<file path="config.mk">
export PLATFORM = sky130hd
export DESIGN_NAME = sha256_msg_padder
export DESIGN_NICKNAME = d
export VERILOG_FILES = /design/src/rtl/sha256_msg_padder.sv
export SDC_FILE = /design/constraint.sdc
export NUM_CORES = 1
export LEC_CHECK = 0
export CORE_AREA = 2 2 223 225
export DETAILED_ROUTE_END_ITERATION = 10
export DIE_AREA = 0 0 225 227
export PLACE_DENSITY_LB_ADDON = 0.25
export RECOVER_POWER = 50
export REMOVE_ABC_BUFFERS = 1
export SYNTH_ARGS = -nofsm -noshare
export SYNTH_HDL_FRONTEND = slang
export SYNTH_SLANG_ARGS = --single-unit
export TNS_END_PERCENT = 100
</file>
<file path="constraint.sdc">
create_clock -name clk -period 3.09 [get_ports clk]
set_input_delay 0.7725 -clock clk [delete_from_list [all_inputs] [get_ports clk]]
set_output_delay 0.7725 -clock clk [all_outputs]
set_load 0.01 [all_outputs]
</file>
<file path="src/rtl/sha256_msg_padder.sv">
// SHA-256 message padder: packs a byte-length message arriving as 32-bit words into
// 512-bit blocks, appends the 0x80 marker and the 64-bit bit-length, handing blocks downstream.
module sha256_msg_padder #(
    parameter int LEN_W = 16
) (
    input  logic             clk,
    input  logic             rst_n,
    input  logic             start,
    input  logic [LEN_W-1:0] msg_len,
    input  logic             in_valid,
    output logic             in_ready,
    input  logic [31:0]      in_data,
    output logic             blk_valid,
    input  logic             blk_ready,
    output logic [511:0]     blk_data,
    output logic             blk_last,
    output logic             busy,
    output logic             done
);

    typedef enum logic [1:0] {IDLE, FILL, EMIT, LENBLK} state_t;

    state_t           state_reg, state_next;
    logic [31:0]      buf_reg [16];
    logic [LEN_W-1:0] len_reg;
    logic [LEN_W-1:0] words_left_reg;
    logic [3:0]       slot_reg;
    logic             last_reg;
    logic             pad_placed_reg;
    logic             done_reg;

    logic             accept;
    logic             final_word;
    logic [1:0]       tail;
    logic             pad_in_word;
    logic             pad_now;
    logic             len_fits;
    logic [63:0]      len_bits;
    logic [LEN_W:0]   words_total;
    logic [31:0]      word_stored;

    assign accept      = (state_reg == FILL) && in_valid;
    assign final_word  = (words_left_reg == LEN_W'(1));
    assign tail        = len_reg[1:0];
    assign pad_in_word = (tail != 2'd0);
    // 0x80 lands either inside the final data word or in the slot after it, if one is left
    assign pad_now     = pad_in_word || (slot_reg != 4'd15);
    assign len_fits    = (len_reg[5:0] <= 6'd55);
    assign len_bits    = 64'({len_reg, 3'b000});
    assign words_total = ({1'b0, msg_len} + (LEN_W+1)'(3)) >> 2;

    always_comb begin
        word_stored = in_data;
        if (final_word) begin
            case (tail)
                2'd1:    word_stored = {in_data[31:24], 24'h800000};
                2'd2:    word_stored = {in_data[31:16], 16'h8000};
                2'd3:    word_stored = {in_data[31:8],  8'h80};
                default: word_stored = in_data;
            endcase
        end
    end

    always_ff @(posedge clk) begin
        if (!rst_n) begin
            state_reg <= IDLE;
        end else begin
            state_reg <= state_next;
        end
    end

    always_comb begin
        state_next = state_reg;
        case (state_reg)
            IDLE: begin
                if (start) begin
                    state_next = (msg_len == '0) ? LENBLK : FILL;
                end
            end
            FILL: begin
                if (accept && (final_word || slot_reg == 4'd15)) begin
                    state_next = EMIT;
                end
            end
            EMIT: begin
                if (blk_ready) begin
                    if (last_reg) begin
                        state_next = IDLE;
                    end else if (words_left_reg != '0) begin
                        state_next = FILL;
                    end else begin
                        state_next = LENBLK;
                    end
                end
            end
            LENBLK: state_next = EMIT;
            default: state_next = IDLE;
        endcase
    end

    always_comb begin
        in_ready  = (state_reg == FILL);
        blk_valid = (state_reg == EMIT);
        blk_last  = (state_reg == EMIT) && last_reg;
        busy      = (state_reg != IDLE);
        done      = done_reg;
    end

    always_ff @(posedge clk) begin
        if (!rst_n) begin
            for (int i = 0; i < 16; i++) buf_reg[i] <= '0;
            len_reg        <= '0;
            words_left_reg <= '0;
            slot_reg       <= '0;
            last_reg       <= 1'b0;
            pad_placed_reg <= 1'b0;
            done_reg       <= 1'b0;
        end else begin
            done_reg <= 1'b0;
            case (state_reg)
                IDLE: begin
                    if (start) begin
                        for (int i = 0; i < 16; i++) buf_reg[i] <= '0;
                        len_reg        <= msg_len;
                        words_left_reg <= words_total[LEN_W-1:0];
                        slot_reg       <= '0;
                        last_reg       <= 1'b0;
                        pad_placed_reg <= 1'b0;
                    end
                end
                FILL: begin
                    if (accept) begin
                        buf_reg[slot_reg] <= word_stored;
                        words_left_reg    <= words_left_reg - LEN_W'(1);
                        slot_reg          <= slot_reg + 4'd1;
                        if (final_word && pad_now) begin
                            pad_placed_reg <= 1'b1;
                            if (!pad_in_word) begin
                                buf_reg[slot_reg + 4'd1] <= 32'h8000_0000;
                            end
                            if (len_fits) begin
                                buf_reg[14] <= len_bits[63:32];
                                buf_reg[15] <= len_bits[31:0];
                                last_reg    <= 1'b1;
                            end
                        end
                    end
                end
                EMIT: begin
                    if (blk_ready) begin
                        for (int i = 0; i < 16; i++) buf_reg[i] <= '0;
                        slot_reg <= '0;
                        if (last_reg) begin
                            done_reg <= 1'b1;
                            last_reg <= 1'b0;
                        end
                    end
                end
                LENBLK: begin
                    // Trailing block: carries the marker too when the data ended on a block boundary
                    if (!pad_placed_reg) begin
                        buf_reg[0] <= 32'h8000_0000;
                    end
                    buf_reg[14]    <= len_bits[63:32];
                    buf_reg[15]    <= len_bits[31:0];
                    last_reg       <= 1'b1;
                    pad_placed_reg <= 1'b1;
                end
                default: ;
            endcase
        end
    end

    generate
        for (genvar gi = 0; gi < 16; gi++) begin : g_pack
            assign blk_data[511-32*gi -: 32] = buf_reg[gi];
        end
    endgenerate

endmodule

</file>
=== Word-level counts from Yosys, hierarchy flattened ===
Memories as Yosys holds them, arrays and structs flattened.
Index checks and enable logic that the tools add are counted.

* Bits in latches: 0
* Bits in read-only memories: 0
* Memories kept: 1
* Bits in writable memories: 512
* Bits in registers: 41
* Output and inout port bits: 517

* Divide/modulo/power cells: 0
* Magnitude comparators: 1
* Multipliers: 0
* Shifts and indexed selects: 0
* Add/sub/neg operators: 3
* Bitwise gates (word level): 49
* Muxes and demuxes: 101
* Reduce and logical (&&, ||, !) cells: 23
* Equality and inequality tests: 19

{| class="wikitable"
|+ Memory list
! memory !! depth !! width !! rd ports !! clocked after Yosys merged registers in !! write ports !! line !! RTL
|-
| buf_reg || 16 || 32 || 16 || 0 || 16 || 24 || <nowiki>logic [31:0] buf_reg [16];</nowiki>
|}

{| class="wikitable"
|+ Operators with widths
! cell !! count
|-
| $mux W32 || 39
|-
| $pmux W24 S3 || 1
|-
| $reduce_or A32 Y1 || 2
|-
| $mux W1 || 42
|-
| $or A1 B1 Y1 || 37
|-
| $mux W16 || 2
|-
| $pmux W16 S2 || 1
|-
| $mux W24 || 1
|-
| $eq A4 B4 Y1 const B || 5
|-
| $mux W4 || 5
|-
| $add A16 B2 Y17 const B || 1
|-
| $eq A16 B1 Y1 const B || 1
|-
| $logic_not A16 Y1 || 1
|-
| $reduce_bool A16 Y1 || 1
|-
| $sub A16 B1 Y16 const B || 1
|-
| $mux W2 || 6
|-
| $pmux W4 S3 || 1
|-
| $ne A2 B1 Y1 const B || 5
|-
| $reduce_and A3 Y1 || 3
|-
| $and A1 B1 Y1 || 8
|-
| $eq A2 B2 Y1 const B || 4
|-
| $pmux W2 S4 || 1
|-
| $reduce_and A4 Y1 || 2
|-
| $le A6 B6 Y1 const B || 1
|-
| 14 further kinds || 25
|}

=== Depth between registers and ports, before layout ===
* Depth after elaboration: 14
* Depth in mapped cells: 10
* Mapped depth without buffers: 7

=== Worst setup path after synthesis ===
No wires, ideal clock.

* Path type: input to register
* Start point: input in_valid
* End point: memory buf_reg[14][24]
* Library setup time: 0.117 ns
* Setup slack: 0.628 ns
* Cell stages on the path: 9
* Data arrival time: 2.345 ns
* Required time: 2.973 ns
* Cell sequence: and4b_1 > buf_2 > and2_0 > clkbuf_1 > nand4_1 > o21a_1 > buf_2 > buf_2 > a22o_1

{| class="wikitable"
|+ RTL lines
! what !! line !! RTL
|-
| start: declaration || 10 || <nowiki>input logic in_valid,</nowiki>
|-
| end: declaration || 24 ||
|}

==> metrics.md <==
| Metric | Value |
|---|---|
| Routed Antenna Nets | `0` |
| Post-cts hold buffer count | `0` |
| Worst Setup End Kind | `flop` |
| Post-synthesis xor/xnor area fraction | `0.470%` |
| Pre-CTS setup slack | `-0.168 ns` |
| Int Power | `12.3 mW` |
| Synth Flop Type | `dfxtp_1` |
| Power, Total | `16.3 mW` |
| Post-Place Cells | `3328` |
| Largest net degree at the start of global routing | `68` |
| Area growth, synth to finish | `44.8%` |
| CP max stage delay | `0.79 ns` |
| Post-synthesis mux area share | `0.153%` |
| Power Dens Cells | `549 nW/um2` |
| Final setup fails | `0` |
| Starting Density | `42.2%` |
| Clk sinks | `553` |
| Synth Area in Adders | `0.488%` |
| Pleak | `13.0 nW` |
| Via density | `5.93` |
| FP Rows | `81` |
| HPWL Detailed | `57200 um` |
| Cell taking the most area after synthesis | `dfxtp_1` |
| Initial antenna violation count | `0` |
| Class of the most critical setup path | `flop to flop` |
| Synth area leaders | `dfxtp_1 (54%), a22oi_1 (13%), nor2_1 (7.3%)` |
| Setup ws final | `0.109 ns` |
| Setup Buffers After CTS | `0` |
| Vias in the first global route | `19.3k` |
| Clock skew | `0.0236 ns` |
| Layout cells sized above 1 | `9.69%` |
| Worst VDD drop | `0.431 mV` |
| Post-synthesis register bit count | `553` |
| Final wirelength | `87800 um` |
| Net Switching | `4.03 mW` |
| # Max-Cap Violations | `0` |
| Worst Path Required | `3.60 ns` |
| Startpoint types | `flop` |
| Status | `complete, no violations` |
| Clk network pwr share | `46.6%` |
| CORE AREA | `48500 um2` |
| WHS | `0.448 ns` |
| Post-synthesis compound-gate area fraction | `24.0%` |
| Via count | `20.3k` |
| Fmax achieved | `0.335 GHz` |
| Cells after Synth | `2264` |
| Non-Filler Instances | `3429` |
| Largest family of logic cells by synthesized area | `compound AO/OA/AOI/OAI gates` |
| Routed len/inst | `25.6 um` |
| Max-slew violations | `0` |
| GR Overflow Total | `0` |
| I/O Pins | `570` |
| Mapped Area | `20500 um2` |
| Clock Latency Late Sink | `0.64 ns` |
| First-pass GRT wire length | `127000 um` |
| Nets | `2826` |
| CTS root buffer | `clkbuf_16` |
| WHS Path Cells | `1` |
| Measured slew at the worst slew-check pin | `1.37 ns` |
| Final Cycle Share | `96.5%` |
| Die area | `51100 um2` |
| R2R cell count | `6` |
| YS warnings | `0` |
| WP data arrival | `3.49 ns` |
| Iteration-0 DRC count of the detailed router | `2304` |
| TritonCTS Buffers | `56` |
| Post-synthesis cell type count | `70` |
| Register share of total power | `44.7%` |
| Hold Vio Cnt, Final | `0` |
| GRT Total Usage | `33.1%` |
| Crit path time final | `2.98 ns` |
| DRC violation count after routing | `0` |
| Sw Share | `24.7%` |
| TritonCTS clock tree | `done` |
| Worst Hold Class | `flop to flop` |
| Top-area cell type share of the netlist area | `54.0%` |
| CP cell instances | `or4_4 > nor3_1 > nand4_2 > o211a_1 > buf_4 > a21o_1` |
| Number of buffers added on ports | `569` |
| Drt pass-1 iters | `7` |
| Comb pwr share | `8.7%` |
| Clk buf depth | `3` |
| Fin util | `61.1%` |
| Max FO, Critical Path | `10` |
| Slowest CP cell | `nor3_1` |
| H-tree depth | `2` |
| Register area share after synthesis | `54.0%` |
| Syn avg cell area | `9.05 um2` |
| Reg clk slew, reported paths | `0.06 ns` |
| Die width | `225 um` |
| Slew HR | `8.65%` |
| Die Ht | `227 um` |
| Gpl congestion | `0.945` |
| RSZ-0062 raised after global routing | `false` |
| Async SR Flop Fraction | `0%` |
| Max reg flops | `512` |
| Post-synth EDFFs | `0` |
| Post-Synth Simple-Gate Area | `15.8%` |
| Ant. Diodes | `0` |
[cell usage after synthesis (5+ instances only)]
cell,count
or3_1,5
o31ai_1,10
and3_1,13
a31oi_1,8
nor2b_1,6
buf_2,45
and4b_1,6
nand2_1,142
a32o_1,7
a221o_1,5
a21boi_1,21
xor2_1,5
a22o_1,40
inv_1,14
dfxtp_1,553
o21ai_0,50
nand3_1,88
a21oi_1,134
ha_1,8
nor4_1,10
nand4_1,11
o31a_1,5
xnor2_1,6
nor3_1,14
and2_1,6
clkbuf_1,185
and4_1,6
nor2_1,397
a22oi_1,364
a21o_1,12
o21a_1,8
[cell type report]
class	instances	area, um2
Multi-Input combinational cell	1459	8740
Tap cell	622	778
Clock buffer	71	1540
Inverter	15	56.3
Timing Repair Buffer	680	6970
Sequential cell	553	11100
Clock inverter	29	517
Fill cell	4037	18900
[cell families after synthesis]
| family | after synthesis |
|---|---|
| XOR/XNOR | 11 |
| AND/OR/NAND/NOR | 734 |
| multiplexers | 3 |
| buffers and inverters | 252 |
| adder cells (fa/ha/maj) | 8 |
| AO/OA/AOI/OAI | 703 |
| flip-flops | 553 |
[timing repair]
action                                  in CTS  in global routing
endpoints found under the setup margin       0                 30
hold endpoints to repair                     0                  0
resized for setup                            0                  1
[metrics by stage]
stage | instance area, um2 | TNS (ns)
after CTS | 29700 | 0
final | 29700 | 0
after global placement | 27600 | -5.24
after floorplan | 19500 | -54.26
after global routing | 29700 | 0
after detailed placement | 27600 | -8.90
[routing by layer]
metal / GRT usage, % / vias up / routed length [um]
met5: 0 / - / 0
met4: 14.6 / 0 / 4140
met3: 8.80 / 210 / 9010
met2: 54.0 / 1125 / 41000
met1: 41.1 / 9918 / 33600
li1: - / 9090 / -
[critical path, delay by kind of cell (launching register included)]
family	cells	cell delay (ns)
simple gates	3	1.72
compound gates	2	0.56
flops	1	0.39
buf+inv	1	0.20
[path summary, 6_finish.rpt]
check,slack (ns),from,to
max,0.11,words_left_reg[4]$_SDFFE_PN0P_,buf_reg[15][17]$_SDFFE_PP0P_
min,0.45,buf_reg[15][11]$_SDFFE_PP0P_,buf_reg[15][11]$_SDFFE_PP0P_
max reg2reg,0.11,words_left_reg[4]$_SDFFE_PN0P_,buf_reg[15][17]$_SDFFE_PP0P_
min reg2reg,0.45,buf_reg[15][11]$_SDFFE_PP0P_,buf_reg[15][11]$_SDFFE_PP0P_
[placed cells by master, fill, tap and decap left out, types with 5 or more instances in the layout]
master,synthesis,layout
dfxtp_1,553,553
dlygate4sd3_1,0,501
nor2_1,397,375
a22oi_1,364,364
nand2_1,142,142
a21oi_1,134,134
nand3_1,88,88
buf_4,2,70
clkdlybuf4s50_1,0,68
clkbuf_16,0,56
o21ai_0,50,49
a22o_1,40,40
buf_12,0,36
nor2_2,0,22
a21boi_4,0,21
inv_1,14,14
and3_1,13,13
bufinv_16,0,13
nor3_1,14,12
a21o_1,12,12
nand4_1,11,11
clkbuf_1,185,11
o31ai_1,10,10
nor4_1,10,10
ha_1,8,8
clkinv_2,0,8
clkbuf_8,0,8
o21a_1,8,7
a32o_1,7,7
nor2b_1,6,6
and4b_1,6,6
xnor2_1,6,6
nor3_2,4,5
or3_1,5,5
and4_1,6,5
xor2_1,5,5
and2_1,6,5
a31oi_1,8,5
o31a_1,5,5
a221o_1,5,5
[power by group through the flow]
stage	clock (mW)	combinational (mW)	sequential, mW
after floorplan	0	0.575	7.43
after global placement	0	1.38	7.44
final	7.60	1.41	7.29
after CTS	7.67	1.40	7.28
after detailed placement	0	1.39	7.44
after global routing	7.96	1.47	7.29
No activity file was read; power rests on OpenSTA's default activity.
